<file path="src/rtl/vid_tpg_if.sv">
// vid_tpg_if: pixel type (video_pkg) and raster sideband interface shared along the pixel pipeline.
package video_pkg;
   localparam int PX_W = 8;
   localparam int X_W  = 12;
   localparam int Y_W  = 12;
   typedef struct packed {
      logic [PX_W-1:0] r;
      logic [PX_W-1:0] g;
      logic [PX_W-1:0] b;
   } pixel_t;
endpackage

interface vid_sideband_if;
   import video_pkg::*;
   logic           de;
   logic           sof;
   logic           eol;
   logic [X_W-1:0] x;
   logic [Y_W-1:0] y;
   modport source (output de, sof, eol, x, y);
   modport sink   (input  de, sof, eol, x, y);
endinterface

</file>
<file path="src/rtl/vid_tpg.sv">
// vid_tpg: raster timing generator and test-pattern source (bars, ramp, checker, solid white).
// Define VID_TPG_SCROLL_EN to scroll ramp and checker left one pixel per frame.
module vid_tpg
   import video_pkg::*;
#(
   parameter int H_ACTIVE = 640,
   parameter int H_FP     = 16,
   parameter int H_SYNC   = 96,
   parameter int H_BP     = 48,
   parameter int V_ACTIVE = 480,
   parameter int V_FP     = 10,
   parameter int V_SYNC   = 2,
   parameter int V_BP     = 33,
   parameter bit SYNC_POL = 1'b0
) (
   input  logic           clk,
   input  logic           rst_n,
   input  logic           en,
   input  logic [1:0]     pattern_sel,
   output pixel_t         px_out,
   vid_sideband_if.source sb_out,
   output logic           hsync,
   output logic           vsync
);
   localparam int H_TOT = H_ACTIVE + H_FP + H_SYNC + H_BP;
   localparam int V_TOT = V_ACTIVE + V_FP + V_SYNC + V_BP;
   localparam int HW    = $clog2(H_TOT);
   localparam int VW    = $clog2(V_TOT);
   localparam int BAR_W = H_ACTIVE / 8;
   localparam int BW    = BAR_W > 1 ? $clog2(BAR_W) : 1;

   logic [HW-1:0]   h_q, h_d;
   logic [VW-1:0]   v_q, v_d;
   logic [BW-1:0]   bx_q, bx_d;
   logic [2:0]      bi_q, bi_d;
   logic [1:0]      pat_q, pat_d;
   logic            run_q;
   logic            de_q, de_d, sof_q, sof_d, eol_q, eol_d, hs_q, hs_d, vs_q, vs_d;
   logic [X_W-1:0]  x_q, x_d;
   logic [Y_W-1:0]  y_q, y_d;
   pixel_t          px_q, px_d;
   logic            act, h_wrap, f_wrap, origin;
   logic [PX_W-1:0] xs;

`ifdef VID_TPG_SCROLL_EN
   logic [7:0] fc_q, fc_d;
   assign fc_d = !en ? '0 : f_wrap ? fc_q + 1'b1 : fc_q;
   assign xs   = PX_W'(h_q) + PX_W'(fc_q);
   always_ff @(posedge clk or negedge rst_n)
      if (!rst_n) fc_q <= '0;
      else fc_q <= fc_d;
`else
   assign xs = PX_W'(h_q);
`endif

   always_comb begin
      h_wrap = h_q == HW'(H_TOT - 1);
      f_wrap = en && h_wrap && v_q == VW'(V_TOT - 1);
      h_d    = !en || h_wrap ? '0 : h_q + 1'b1;
      v_d    = !en ? '0 : !h_wrap ? v_q : v_q == VW'(V_TOT - 1) ? '0 : v_q + 1'b1;
      origin = en && h_q == '0 && v_q == '0;
      pat_d  = origin ? pattern_sel : pat_q;
      // Bar index tracks h_cnt through a per-bar sub-counter instead of dividing
      bx_d   = h_d == '0 || bx_q == BW'(BAR_W - 1) ? '0 : bx_q + 1'b1;
      bi_d   = h_d == '0 ? '0 : bx_q == BW'(BAR_W - 1) ? bi_q + 1'b1 : bi_q;
      // Outputs keep reflecting the raster for the one cycle after en drops
      act    = en || run_q;
      de_d   = act && h_q < HW'(H_ACTIVE) && v_q < VW'(V_ACTIVE);
      sof_d  = de_d && h_q == '0 && v_q == '0;
      eol_d  = de_d && h_q == HW'(H_ACTIVE - 1);
      x_d    = de_d ? X_W'(h_q) : '0;
      y_d    = de_d ? Y_W'(v_q) : '0;
      hs_d   = (act && h_q >= HW'(H_ACTIVE + H_FP) && h_q < HW'(H_ACTIVE + H_FP + H_SYNC)) ^ ~SYNC_POL;
      vs_d   = (act && v_q >= VW'(V_ACTIVE + V_FP) && v_q < VW'(V_ACTIVE + V_FP + V_SYNC)) ^ ~SYNC_POL;
      px_d   = '0;
      if (de_d)
         case (pat_d)
            2'd0:    px_d = {{PX_W{~bi_q[1]}}, {PX_W{~bi_q[2]}}, {PX_W{~bi_q[0]}}};
            2'd1:    px_d = {xs, xs, xs};
            2'd2:    px_d = {3*PX_W{xs[3] ^ v_q[3]}};
            default: px_d = '1;
         endcase
   end

   always_ff @(posedge clk or negedge rst_n)
      if (!rst_n) begin
         h_q   <= '0;
         v_q   <= '0;
         bx_q  <= '0;
         bi_q  <= '0;
         pat_q <= '0;
         run_q <= 1'b0;
         de_q  <= 1'b0;
         sof_q <= 1'b0;
         eol_q <= 1'b0;
         x_q   <= '0;
         y_q   <= '0;
         px_q  <= '0;
         hs_q  <= ~SYNC_POL;
         vs_q  <= ~SYNC_POL;
      end else begin
         h_q   <= h_d;
         v_q   <= v_d;
         bx_q  <= bx_d;
         bi_q  <= bi_d;
         pat_q <= pat_d;
         run_q <= en;
         de_q  <= de_d;
         sof_q <= sof_d;
         eol_q <= eol_d;
         x_q   <= x_d;
         y_q   <= y_d;
         px_q  <= px_d;
         hs_q  <= hs_d;
         vs_q  <= vs_d;
      end

   assign px_out     = px_q;
   assign sb_out.de  = de_q;
   assign sb_out.sof = sof_q;
   assign sb_out.eol = eol_q;
   assign sb_out.x   = x_q;
   assign sb_out.y   = y_q;
   assign hsync      = hs_q;
   assign vsync      = vs_q;
endmodule
</file>
<file path="src/flat_wrapper.sv">
// flat-port wrapper written by rule: the top's interface ports become plain ports
module vid_tpg_flat import video_pkg::*;
#(
   parameter int H_ACTIVE = 640,
   parameter int H_FP     = 16,
   parameter int H_SYNC   = 96,
   parameter int H_BP     = 48,
   parameter int V_ACTIVE = 480,
   parameter int V_FP     = 10,
   parameter int V_SYNC   = 2,
   parameter int V_BP     = 33,
   parameter bit SYNC_POL = 1'b0
)
  (clk, rst_n, en, pattern_sel, px_out, hsync, vsync, sb_out_de, sb_out_sof, sb_out_eol, sb_out_x, sb_out_y);
  vid_sideband_if sb_out_i ();
  input  logic clk;
  input  logic rst_n;
  input  logic en;
  input  logic [1:0] pattern_sel;
  output pixel_t px_out;
  output logic hsync;
  output logic vsync;
  output wire logic [$bits(sb_out_i.de)-1:0] sb_out_de;
  output wire logic [$bits(sb_out_i.sof)-1:0] sb_out_sof;
  output wire logic [$bits(sb_out_i.eol)-1:0] sb_out_eol;
  output wire logic [$bits(sb_out_i.x)-1:0] sb_out_x;
  output wire logic [$bits(sb_out_i.y)-1:0] sb_out_y;
  assign sb_out_de = sb_out_i.de;
  assign sb_out_sof = sb_out_i.sof;
  assign sb_out_eol = sb_out_i.eol;
  assign sb_out_x = sb_out_i.x;
  assign sb_out_y = sb_out_i.y;
  vid_tpg #(.H_ACTIVE(H_ACTIVE), .H_FP(H_FP), .H_SYNC(H_SYNC), .H_BP(H_BP), .V_ACTIVE(V_ACTIVE), .V_FP(V_FP), .V_SYNC(V_SYNC), .V_BP(V_BP), .SYNC_POL(SYNC_POL)) u_core (.clk(clk), .rst_n(rst_n), .en(en), .pattern_sel(pattern_sel), .px_out(px_out), .sb_out(sb_out_i), .hsync(hsync), .vsync(vsync));
endmodule
</file>
<file path="config.mk">
export PLATFORM = sky130hd
export DESIGN_NAME = vid_tpg_flat
export DESIGN_NICKNAME = d
export VERILOG_FILES = /design/src/rtl/vid_tpg_if.sv /design/src/rtl/vid_tpg.sv /design/src/flat_wrapper.sv
export SDC_FILE = /design/constraint.sdc
export NUM_CORES = 1
export LEC_CHECK = 0
export ABC_CLOCK_PERIOD_IN_PS = 1900
export BUFFER_PORTS_ARGS = -buffer_cell sky130_fd_sc_hd__clkbuf_2
export CORE_MARGIN = 3
export CORE_UTILIZATION = 53
export CTS_BUF_LIST = sky130_fd_sc_hd__clkbuf_2 sky130_fd_sc_hd__clkbuf_4 sky130_fd_sc_hd__clkbuf_8
export DETAILED_ROUTE_END_ITERATION = 16
export GPL_ROUTABILITY_DRIVEN = 0
export PLACE_DENSITY_LB_ADDON = 0.25
export REMOVE_ABC_BUFFERS = 1
export SYNTH_ARGS = -nofsm -noshare
export SYNTH_HDL_FRONTEND = slang
export SYNTH_SLANG_ARGS = --single-unit
</file>
<file path="constraint.sdc">
create_clock -name clk -period 1.9 [get_ports clk]
set_clock_uncertainty 0.1 [all_clocks]
set_input_delay 0.095 -clock clk [delete_from_list [all_inputs] [get_ports clk]]
set_output_delay 0.095 -clock clk [all_outputs]
set_load 0.02 [all_outputs]
</file>
==> results of run 1 <==
## stage by stage
| stage | utilization, % | instance area, um2 |
|---|---|---|
| floorplan | - | 3767 |
| global route | 77.71 | 5396 |
| CTS | 73.89 | 5131 |
| finish | 77.71 | 5396 |
| global placement | 67.59 | 4693 |
| detailed placement | 67.59 | 4693 |
## cell type report
cell class                 count  area (um2)
sequential                    82        2058
multi-input combinational    247        1976
fill                         438        1548
timing repair buffer         140        1006
clock buffer                  10       131.4
tap                           96       120.1
inverter                      15       56.30
clock inverter                 6       48.80
## worst max-delay path, delay by kind of cell (launching register included)
family	cells	cell delay, ns
AND/OR/NAND/NOR	3	0.61
flip-flops	1	0.41
buffers and inverters	2	0.29
AO/OA/AOI/OAI	1	0.16
multiplexers	1	0.39
adder cells (fa/ha/maj)	1	0.13
## Yosys cell counts, types with 2 or more instances
cell type,count
a31o_2,2
nor3b_4,2
and4b_1,2
nor4_4,2
nand2_1,13
nor4_1,2
mux2_2,2
clkbuf_1,6
or3_1,3
a21oi_1,36
a21o_1,4
ha_1,6
nor2_1,30
nor4_2,3
buf_4,6
or2_2,2
and3_1,6
nand4_1,4
inv_1,15
and2_1,15
buf_2,8
buf_6,3
o21ai_1,3
xor2_1,6
nor2b_1,6
o21ai_0,15
a311oi_1,2
nor4b_1,2
nor3_1,9
dfrtp_1,80
a32oi_1,4
o32ai_2,2
xnor2_1,9
nand2b_1,3
a211oi_1,6
nor3b_1,3
o211a_1,2
and4_1,3
o31ai_1,3
nand3_1,11
dfstp_2,2
## sequential cells by signal, summed over array words and instances, names as in the netlist
name               count
u_core.hsync           1
u_core.vsync           1
u_core.px_out         24
u_core.sb_out.eol      1
u_core.bi_q            3
u_core.sb_out.sof      1
u_core.run_q           1
u_core.pat_q           2
u_core.h_q            10
u_core.bx_q            7
u_core.sb_out.de       1
u_core.sb_out.y       10
u_core.sb_out.x       10
u_core.v_q            10
## kinds of logic (layout without fill, tap and decap cells)
family | Yosys count | after routing | share of synthesized area (%)
compound gates | 85 | 85 | 13.93
xor+xnor | 15 | 15 | 3.371
fa+ha+maj | 6 | 6 | 1.926
buf+inv | 39 | 171 | 5.168
flops | 82 | 82 | 52.71
mux | 4 | 4 | 1.220
other cells | 1 | 5 | 0.09622
simple gates | 131 | 132 | 21.57
## repair_timing
item                                   4_1_cts  5_1_grt
buffers inserted                             5       15
pin swaps                                   14       17
resized for setup                           41       42
hold buffers                                 4        0
endpoints found under the hold margin       84        0
cloned                                       1        1
setup endpoints to repair                   46       45
## layer usage
layer  up-vias  share of wire [%]  GRT usage, %
li1       1549                  -             -
met1      1585                 45         32.75
met2       104                 49         39.44
met3        13                5.2         5.332
met4         0                1.3         6.436
met5         -                  0             0
## power breakdown
group / switching (uW) / internal (uW)
Combinational: 659 / 468
Sequential: 82.7 / 1930
Clock: 673 / 500
## path summary, 6_finish.rpt
check,startpoint,end,slack (ns),cells past startpoint
max in group asynchronous,rst_n,u_core.h_q[6],1.03,3
min in group clk,en,u_core.run_q,0.44,2
worst max-delay path,u_core.h_q[1],u_core.px_out[17],-0.27,8
worst min-delay path,rst_n,u_core.sb_out.y[9],0.05,2
worst min register to register,u_core.v_q[0],u_core.v_q[0],0.49,2
worst max register to register,u_core.h_q[1],u_core.px_out[17],-0.27,8
==> Flow_metrics.wiki, run 1 <==
{| class="wikitable"
! Metric !! Value
|-
| Run status || finished with violations
|-
| Violations in the final reports || negative setup slack
|-
| Kind of end point of the critical path || flip-flop
|-
| N_diodes || 0
|-
| Critical-path top delay cell || dfrtp_1
|-
| IO Pins || 58
|-
| Synth Cell Area || a little under 4000 um2
|-
| Number of synthesized flops with an enable pin || 0
|-
| Worst hold slack after final layout || about 0.054 ns
|-
| Peak per-stage delay on the critical path || approximately 0.41 ns
|-
| Most area-hungry cell type in the Yosys netlist || dfrtp_1
|-
| H-tree depth || 3
|-
| Gr ovfl total || 0
|-
| Via-to-Cell Ratio || 5.455
|-
| Leakage || 0.002545 uW
|-
| Setup slack at placement || -0.2473 ns
|-
| Setup TNS Final || -6.472 ns
|-
| Detailed placer's ending HPWL || between 6 and 7 mm
|-
| Global-route wire length before repair || 16.08 mm
|-
| Chip Height || 91.76 um
|-
| Synthesized netlist cell count || 363
|-
| Maximum root-to-sink buffer count || 2
|-
| Unrepaired setup endpoints after global routing || true
|-
| Worst-path fanout max || 8
|-
| Seq/Total Area, Yosys || 52.71%
|-
| Sink count of the clock tree || 82
|-
| Critical path cell sequence || inv_2 -> ha_4 -> nor4b_4 -> nand4_4 -> buf_4 -> nor3_4 -> mux2_4 -> a21oi_2
|-
| Average footprint of a synthesized cell || 10.74 um2
|-
| Average detailed-routed wire length per instance || 16.82 um
|-
| Time the final worst path needs with I/O delays and setup || 2.166 ns
|-
| Initial standard-cell utilization of the core || 56.13%
|-
| Number of detailed-route iterations in the first pass || 4
|-
| Ys async rst share || 100.0%
|-
| Number of setup violations in the final report || 43
|-
| Top area cells in the synthesized netlist || dfrtp_1 51%, a21oi_1 4.6%, nor2_1 2.9%, and2_1 2.4%, xnor2_1 2.0%
|-
| Share of Yosys cell area claimed by the top area cell type || between 50 and 60%
|-
| Die Footprint || 8419 um2
|-
| Root buffer cell || clkbuf_8
|-
| Most frequent cells in the layout || 77 x dfrtp_1, 71 x buf_4, 52 x clkbuf_2
|-
| Number of remaining DRC errors || 0
|-
| Final slew viol count || 0
|-
| Total power of the final layout || 4319 uW
|-
| Fin nets || about 500
|-
| CP startpoint kind || flip-flop
|-
| Insertion delay to the later sink of the worst-skew pair || 0.36 ns
|-
| Area overhead of the layout relative to synthesis || 38.46%
|-
| Number of max-cap violations || 0
|-
| Core Box Area || 6944 um2
|-
| Peak supply drop || 0.0003677 V
|-
| Vias in the first global route || 3236
|-
| Routed via count || 3251
|-
| Number of antenna violations at the first check in global routing || 0
|-
| Peak Freq || 461.7 MHz
|-
| Fraction of layout instances using a drive strength above 1 || 45.80%
|-
| IO buf count || between 50 and 60
|-
| Width of the die || 91.76 um
|-
| Most common cell after layout, fill and taps aside || dfrtp_1
|-
| Post-detailed-route count of antenna-violating nets || 0
|-
| Largest net degree at the start of global routing || a little over 40
|-
| Number of buffers added by the clock tree synthesis step || 9
|-
| Wirelength, routed || 10.02 mm
|-
| Number of synthesis warnings || 0
|-
| Final Hold Viols || 0
|-
| Worst path arrival time || 2.36 ns
|-
| Most frequently used flop master after synthesis || dfrtp_1
|-
| Synthesis-stage register bit count || between 80 and 90
|-
| Unique masters post-synth || 61
|-
| Worst setup path category || flip-flop to flip-flop
|-
| Non-Filler Instances || 596
|-
| Setup ws final || -0.2659 ns
|-
| Power per standard cell area || 800.3 nW/um2
|-
| Min-Delay Path Class || primary input to asynchronous set/reset pin
|-
| GRT Total Usage || 24.14%
|-
| Clock Pin Slew Worst Setup and Hold Paths || 0.09 ns
|-
| Iteration-0 DRC Markers || 234
|-
| CTS tree || yes
|-
| Final cycle utilization of the critical path || 114.0%
|-
| Inst Count DP || around 560
|-
| Standard-cell rows || 30
|-
| Endpoint required time on the critical path || 2.09 ns
|}
Power figures use the tool's default switching activity.
==> inputs of run 2 (changes only) <==
- ABC_CLOCK_PERIOD_IN_PS: 1900 -> 2050
- CORE_UTILIZATION: 53 -> 59
- REMOVE_ABC_BUFFERS: 1 -> not set
- clock period: 1.9 -> 2.05 ns (I/O delays scaled with it)
==> run 2 against run 1 <==
  * Total power is 5.5% lower
  * Critical path depth increased by 1
  * Setup slack gained 0.13 ns
  * Clock power is essentially flat
  * Sequential power is 7% lower
  * Die area is 9.5% lower
  * Sequential share of layout area is 2.3 points higher
  * Routed wire length decreased by 2.9%
  * Non-clock buffer count is 27 lower
  * Highest routed layer unchanged
  * Flip-flop and latch count unchanged
  * The run still ends with negative setup slack left
  * Largest power group unchanged
  * Via count grew 0.46%
  * Hold slack gained 0.10 ns
==> Flow_metrics.wiki, run 2 (same netlist as run 1, synthesis figures left out) <==
{| class="wikitable"
! Metric !! Value
|-
| Run status || finished with violations
|-
| Violations in the final reports || negative setup slack
|-
| Setup TNS Final || -2.226 ns (+4.246 ns)
|-
| Number of setup violations in the final report || 30 (-30%)
|-
| Setup slack at placement || -0.1290 ns (+0.1183 ns)
|-
| Final slew viol count || 0 (unchanged)
|-
| Most frequent cells in the layout || 80 x dfrtp_1, 52 x clkbuf_2, 48 x buf_4
|-
| Area overhead of the layout relative to synthesis || 30.40%
|-
| Number of max-cap violations || 0 (unchanged)
|-
| Combinational share of power || 25.1% (-1.0 points)
|-
| Metal3 WL || 601 um (+15%)
|-
| Area of all placed cells without fillers || 5082 um2 (-5.8%)
|-
| Kind of end point of the critical path || flip-flop
|-
| Chip Height || 87.28 um (-4.9%)
|-
| Routed via count || 3266 (+0.46%)
|-
| CP startpoint kind || flip-flop
|-
| Largest register FFs || 24 (unchanged)
|-
| Largest net degree at the start of global routing || 43 (+4.9%)
|-
| N_diodes || 0 (unchanged)
|-
| Clock Pin Slew Worst Setup and Hold Paths || 0.09 ns (about the same)
|-
| H-tree depth || 3 (unchanged)
|-
| Number of antenna violations at the first check in global routing || 0 (unchanged)
|-
| Switching Power || 1305 uW (-7.8%)
|-
| Int Power || 2775 uW (-4.4%)
|-
| Die Footprint || 7617 um2 (-9.5%)
|-
| Critical path cell sequence || inv_2 -> ha_4 -> nor4b_4 -> nand4_4 -> buf_12 -> o32ai_2 -> nor3b_4 -> buf_6 -> a21oi_2
|-
| Maximum root-to-sink buffer count || 2 (unchanged)
|-
| Final Hold Viols || 0 (unchanged)
|-
| Setup ws final || -0.1374 ns (+0.1284 ns)
|-
| Flop2flop setup slack || -0.14 ns (+0.13 ns)
|-
| Most common cell after layout, fill and taps aside || dfrtp_1
|-
| Fraction of power spent switching nets || 31.98% (-0.79 points)
|-
| Initial standard-cell utilization of the core || 63.21% (+7.1 points)
|-
| Critical-path top delay cell || dfrtp_1
|-
| Worst path arrival time || 2.31 ns (-0.05 ns)
|-
| GRT Total Usage || 26.63% (+2.5 points)
|-
| Endpoint required time on the critical path || 2.17 ns (+0.08 ns)
|-
| Uppermost layer routed || met4
|-
| Number of detailed-route iterations in the first pass || 4 (unchanged)
|-
| Met2 Routed Length || 4.736 mm (-3.4%)
|-
| Critical R2R Launch || u_core.h_q[0]
|-
| Iteration-0 DRC Markers || 270 (+15%)
|-
| Peak Freq || 457.2 MHz (-0.99%)
|-
| Insertion delay to the later sink of the worst-skew pair || 0.35 ns (about the same)
|-
| Placement Cell Area || 4462 um2 (-4.9%)
|-
| Inst Count DP || 513 (-8.1%)
|-
| Detailed placer's ending HPWL || 6.186 mm (-3.5%)
|-
| Leakage || 0.002413 uW (-5.2%)
|-
| Fraction of layout instances using a drive strength above 1 || 39.96% (-5.8 points)
|-
| Average detailed-routed wire length per instance || 17.76 um (+5.6%)
|-
| Sink count of the clock tree || 82 (unchanged)
|-
| Portion of total power attributed to the clock network || 28.9% (+1.7 points)
|-
| Time the final worst path needs with I/O delays and setup || 2.187 ns (+0.02155 ns)
|-
| Sequential power share || 46.0% (-0.7 points)
|-
| IO Pins || 58 (unchanged)
|-
| Wirelength, routed || 9.730 mm (-2.9%)
|-
| Min-Delay Path Class || primary input to asynchronous set/reset pin
|-
| Final cycle utilization of the critical path || 106.7% (-7.3 points)
|-
| Number of remaining DRC errors || 0 (unchanged)
|-
| Non-Filler Instances || 548 (-8.1%)
|-
| Width of the die || 87.28 um (-4.9%)
|-
| Global-route wire length before repair || 15.51 mm (-3.6%)
|-
| Worst setup path category || flip-flop to flip-flop
|-
| Standard-cell rows || 28 (-6.7%)
|-
| Root buffer cell || clkbuf_8
|-
| Post-route met1 wirelength || 4.179 mm (-6.4%)
|-
| RR Endpoint || u_core.px_out[5]
|-
| Via-to-Cell Ratio || 5.960 (+9.3%)
|-
| Peak supply drop || 0.0008497 V (+130%)
|-
| CP startpoint || u_core.h_q[0]
|-
| Unrepaired setup endpoints after global routing || true
|-
| Worst-path fanout max || 8 (unchanged)
|-
| Peak per-stage delay on the critical path || 0.41 ns (about the same)
|-
| CTS tree || yes
|-
| Slew HR || 63.64%
|-
| Post-detailed-route count of antenna-violating nets || 0 (unchanged)
|-
| Core Box Area || 6166 um2 (-11%)
|-
| Slew at the pin with the worst max-slew slack || 0.5443 ns
|-
| R2R depth || 9 (+1)
|-
| Vias in the first global route || 3119 (-3.6%)
|-
| Fin nets || 479 (-5.3%)
|-
| IO buf count || 53 (unchanged)
|-
| Layout Utilization || 82.43% (+4.7 points)
|-
| Gr ovfl total || 0 (unchanged)
|-
| Number of buffers added by the clock tree synthesis step || 9 (unchanged)
|-
| Power per standard cell area || 802.8 nW/um2 (+0.32%)
|}
[run 2: cell types whose count changed in the layout (fill, tap and decap cells not counted), sizes merged]
cell,previous run,this run
bufinv,0,1
clkinvlp,3,2
clkbuf,62,61
buf,84,57
clkinv,1,2
[run 2: through the flow]
stage | total power [uW] | hold slack [ns]
5_1_grt | 4265 | 0.1931
6_report | 4080 | 0.1583
2_1_floorplan | 2446 | -0.2931
3_5_place_dp | 2759 | -0.004897
3_3_place_gp | 2729 | -0.01155
4_1_cts | 4032 | 0.1530
[run 2: how the worst max path moves through the flow]
stage                                    to  slack (ns)  cells past startpoint
final                      u_core.px_out[5]       -0.14                      9
after global routing       u_core.px_out[5]       -0.24                      9
after CTS                  u_core.px_out[9]       -0.03                      9
after detailed placement  u_core.px_out[10]       -0.13                      8
after global placement    u_core.px_out[17]       -0.04                      7
after floorplan               u_core.v_q[9]        0.02                      8
[run 2: what timing repair did]
action,CTS,global route
pin swaps,16,6
resized for setup,27,33
endpoints found under the hold margin,43,0
cloned,0,1
setup buffers,8,6
hold buffers,4,0
setup endpoints to repair,33,42
[run 2: area by class of cell]
| class | instances | area (um2) |
|---|---|---|
| Fill cell | 326 | 1084 |
| Clock buffer | 9 | 123.9 |
| Sequential cell | 82 | 2054 |
| Clock inverter | 7 | 76.32 |
| Tap cell | 75 | 93.84 |
| Inverter | 15 | 56.30 |
| Timing Repair Buffer | 113 | 779.5 |
| Multi-Input combinational cell | 247 | 1898 |
[run 2: power by group through the flow]
stage               clock (uW)  sequential, uW  combinational [uW]
floorplan                    0            2100                 347
CTS                       1190            1870                 974
detailed placement           0            1900                 859
global placement             0            1890                 836
finish                    1180            1880                1020
global route              1270            1890                1100
[run 2: critical path: cells and delay by family, from the launching register on]
kind                       cells  cell delay (ns)
AOI/OAI and AO/OA              2             0.29
adders and majority gates      1             0.13
buffers and inverters          3             0.46
DFF                            1             0.41
and+or+nand+nor                3             0.67
[run 2: per-layer routing]
metal	track usage, %	vias to the layer above
li1	-	1494
met2	41.71	156
met1	36.08	1593
met3	6.244	23
met4	10.04	0
met5	0	-
==> inputs of run 3 (changes only) <==
- ABC_CLOCK_PERIOD_IN_PS: 2050 -> 2680
- CORE_UTILIZATION: 59 -> 63
- clock period: 2.05 -> 2.68 ns (I/O delays scaled with it)
==> run 3 against run 2 <==
  * The flow now finishes without violations
  * Hold slack worse by 0.15 ns
  * Via count is 9.9% lower
  * Critical path depth is 2 lower
  * Setup slack better by 0.44 ns
  * Routed wire length down 11%
  * Sequential power fell by 23%
  * Design area fell by 13%
  * Utilization decreased by 8.4 points
  * Critical endpoint is now u_core.px_out[7]
==> Flow_metrics.wiki, run 3 (same netlist as run 1, synthesis figures left out) <==
{| class="wikitable"
! Metric !! Value
|-
| Number of inserted filler cells in the final layout || 410 (+26%)
|-
| Setup TNS Final || 0 ns (+2.226 ns)
|-
| Global-route wire length before repair || 14.38 mm (-7.3%)
|-
| N_diodes || 0 (unchanged)
|-
| Final slew viol count || 0 (unchanged)
|-
| Core Box Area || 5956 um2 (-3.4%)
|-
| Wirelength, routed || 8.630 mm (-11%)
|-
| Number of setup violations in the final report || 0 (-100%)
|-
| Number of antenna violations at the first check in global routing || 0 (unchanged)
|-
| Int Power || 2031 uW (-27%)
|-
| GRT Total Usage || 25.53% (-1.1 points)
|-
| Detailed placer's ending HPWL || 5.831 mm (-5.7%)
|-
| Flip-flop and latch area || 2054 um2 (unchanged)
|-
| Most common cell after layout, fill and taps aside || dfrtp_1
|-
| Critical-path top delay cell || dfrtp_1
|-
| Time the final worst path needs with I/O delays and setup || 2.380 ns (+0.1922 ns)
|-
| Die Footprint || 7166 um2 (-5.9%)
|-
| Final cycle utilization of the critical path || 88.79% (-18 points)
|-
| Sink count of the clock tree || 82 (unchanged)
|-
| Combinational share of power || 21.5% (-3.6 points)
|-
| H-tree depth || 3 (unchanged)
|-
| Count of cells along the worst hold path || 2
|-
| Run status || completed
|-
| Power per standard cell area || 675.8 nW/um2 (-16%)
|-
| Area of all placed cells without fillers || 4409 um2 (-13%)
|-
| CP startpoint kind || flip-flop
|-
| Layout Utilization || 74.03% (-8.4 points)
|-
| Hold buffers post-CTS || 3 (-1)
|-
| Peak per-stage delay on the critical path || 0.45 ns (+0.04 ns)
|-
| Number of max-cap violations || 0 (unchanged)
|-
| Width of the die || 84.66 um (-3.0%)
|-
| Vias in the first global route || 2856 (-8.4%)
|-
| Portion of total power attributed to the clock network || 30.3% (+1.4 points)
|-
| Clock Pin Slew Worst Setup and Hold Paths || 0.09 ns (about the same)
|-
| Critical R2R Launch || u_core.h_q[0]
|-
| Number of remaining DRC errors || 0 (unchanged)
|-
| IO Pins || 58 (unchanged)
|-
| Largest net degree at the start of global routing || 83 (+93%)
|-
| Hold EP || u_core.pat_q[1]
|-
| Gr ovfl total || 0 (unchanged)
|-
| Worst-path fanout max || 8 (unchanged)
|-
| Slew at the pin with the worst max-slew slack || 1.001 ns (+0.4567 ns)
|-
| Sequential power share || 48.2% (+2.2 points)
|-
| Number of buffers added by the clock tree synthesis step || 9 (unchanged)
|-
| R2R depth || 7 (-2)
|-
| Fraction of power spent switching nets || 31.85% (-0.13 points)
|-
| # Post-CTS Setup Buffers || 0 (-8)
|-
| Gate family responsible for the most delay along the worst path || simple AND/OR/NAND/NOR gates
|-
| Fraction of layout instances using a drive strength above 1 || 24.70% (-15 points)
|-
| Crit path buf inv count || 1 (-2)
|-
| Via-to-Cell Ratio || 5.931 (-0.48%)
|-
| Root buffer cell || clkbuf_8
|-
| Chip Height || 84.66 um (-3.0%)
|-
| CTS tree || yes
|-
| Fin nets || 427 (-11%)
|-
| Largest register FFs || 24 (unchanged)
|-
| Flop2flop setup slack || 0.30 ns (+0.44 ns)
|-
| Endpoint required time on the critical path || 2.81 ns (+0.64 ns)
|-
| Kind of end point of the critical path || flip-flop
|-
| Peak supply drop || 0.0006005 V (-29%)
|-
| Post-detailed-route count of antenna-violating nets || 0 (unchanged)
|-
| Most frequent cells in the layout || 80 x dfrtp_1, 52 x clkbuf_2, 36 x a21oi_1
|-
| Slew HR || 33.26% (-30 points)
|-
| Iteration-0 DRC Markers || 297 (+10%)
|-
| Switching Power || 949.1 uW (-27%)
|-
| Unrepaired setup endpoints after global routing || false
|-
| Average detailed-routed wire length per instance || 17.40 um (-2.0%)
|-
| Critical path cell sequence || inv_1 -> ha_1 -> nor4b_4 -> nand4_4 -> o32ai_2 -> nor3b_4 -> a21oi_1
|-
| Area overhead of the layout relative to synthesis || 13.13%
|-
| Number of detailed-route iterations in the first pass || 4 (unchanged)
|-
| Worst setup path category || flip-flop to flip-flop
|-
| Leakage || 0.002099 uW (-13%)
|-
| Total area of multi-input combinational cells || 1662 um2 (-12%)
|-
| Maximum root-to-sink buffer count || 2 (unchanged)
|-
| Worst path arrival time || 2.51 ns (+0.20 ns)
|-
| Worst hold slack after final layout || 0.01209 ns (-0.1462 ns)
|-
| Routed via count || 2942 (-9.9%)
|-
| Min-Delay Path Class || primary input to flip-flop
|-
| IO buf count || 53 (unchanged)
|-
| Placement Cell Area || 4179 um2 (-6.3%)
|-
| Post-cts sizing count || 0 (-100%)
|-
| Final Hold Viols || 0 (unchanged)
|-
| Worst hold path startpoint || pattern_sel[1]
|-
| Insertion delay to the later sink of the worst-skew pair || 0.36 ns (about the same)
|-
| RR Endpoint || u_core.px_out[7]
|-
| Peak Freq || 420.2 MHz (-8.1%)
|-
| Standard-cell rows || 28 (unchanged)
|-
| Initial standard-cell utilization of the core || 65.44% (+2.2 points)
|}
-- run 3: cell count changes in the layout (fill, tap and decap cells not counted), sizes merged --
| cell | before | now |
|---|---|---|
| buf | 57 | 7 |
| dlygate4sd3 | 4 | 3 |
| or4 | 2 | 1 |
-- run 3: worst max path at each step --
stage	startpoint	to	slack [ns]	cells after the start
3_3_place_gp	u_core.h_q[0]	u_core.px_out[18]	0.44	7
6_report	u_core.h_q[0]	u_core.px_out[7]	0.30	7
2_1_floorplan	u_core.h_q[0]	u_core.px_out[22]	0.62	7
3_5_place_dp	u_core.h_q[0]	u_core.px_out[4]	0.36	7
4_1_cts	u_core.h_q[0]	u_core.px_out[14]	0.32	7
5_1_grt	u_core.h_q[0]	u_core.px_out[1]	0.13	7
-- run 3: power groups by stage --
stage	Combinational [uW]	Sequential (uW)	Clock, uW
final	641	1440	902
after global routing	691	1450	970
after CTS	643	1440	917
after detailed placement	632	1460	0
after global placement	615	1460	0
after floorplan	266	1610	0
-- run 3: per-stage QoR --
step / worst slack (ns) / total power (uW) / cells
after floorplan: 0.6230 / 1871 / 367
after global placement: 0.4438 / 2071 / 477
after detailed placement: 0.3568 / 2095 / 477
after CTS: 0.3195 / 2997 / 496
after global routing: 0.1350 / 3110 / 496
final: 0.3004 / 2980 / 496
-- run 3: cell type report --
type | instances | area share, %
clock inverter | 7 | 1.731
tap | 75 | 2.128
multi-input combinational | 246 | 37.68
clock buffer | 9 | 2.809
timing repair buffer | 62 | 7.775
inverter | 15 | 1.277
sequential | 82 | 46.59
-- run 3: per-layer routing --
| metal | wire, um | global-route usage, % |
|---|---|---|
| met5 | 0 | 0 |
| met1 | 3868 | 37.25 |
| met4 | 120 | 8.201 |
| met3 | 505 | 4.711 |
| met2 | 4136 | 39.07 |
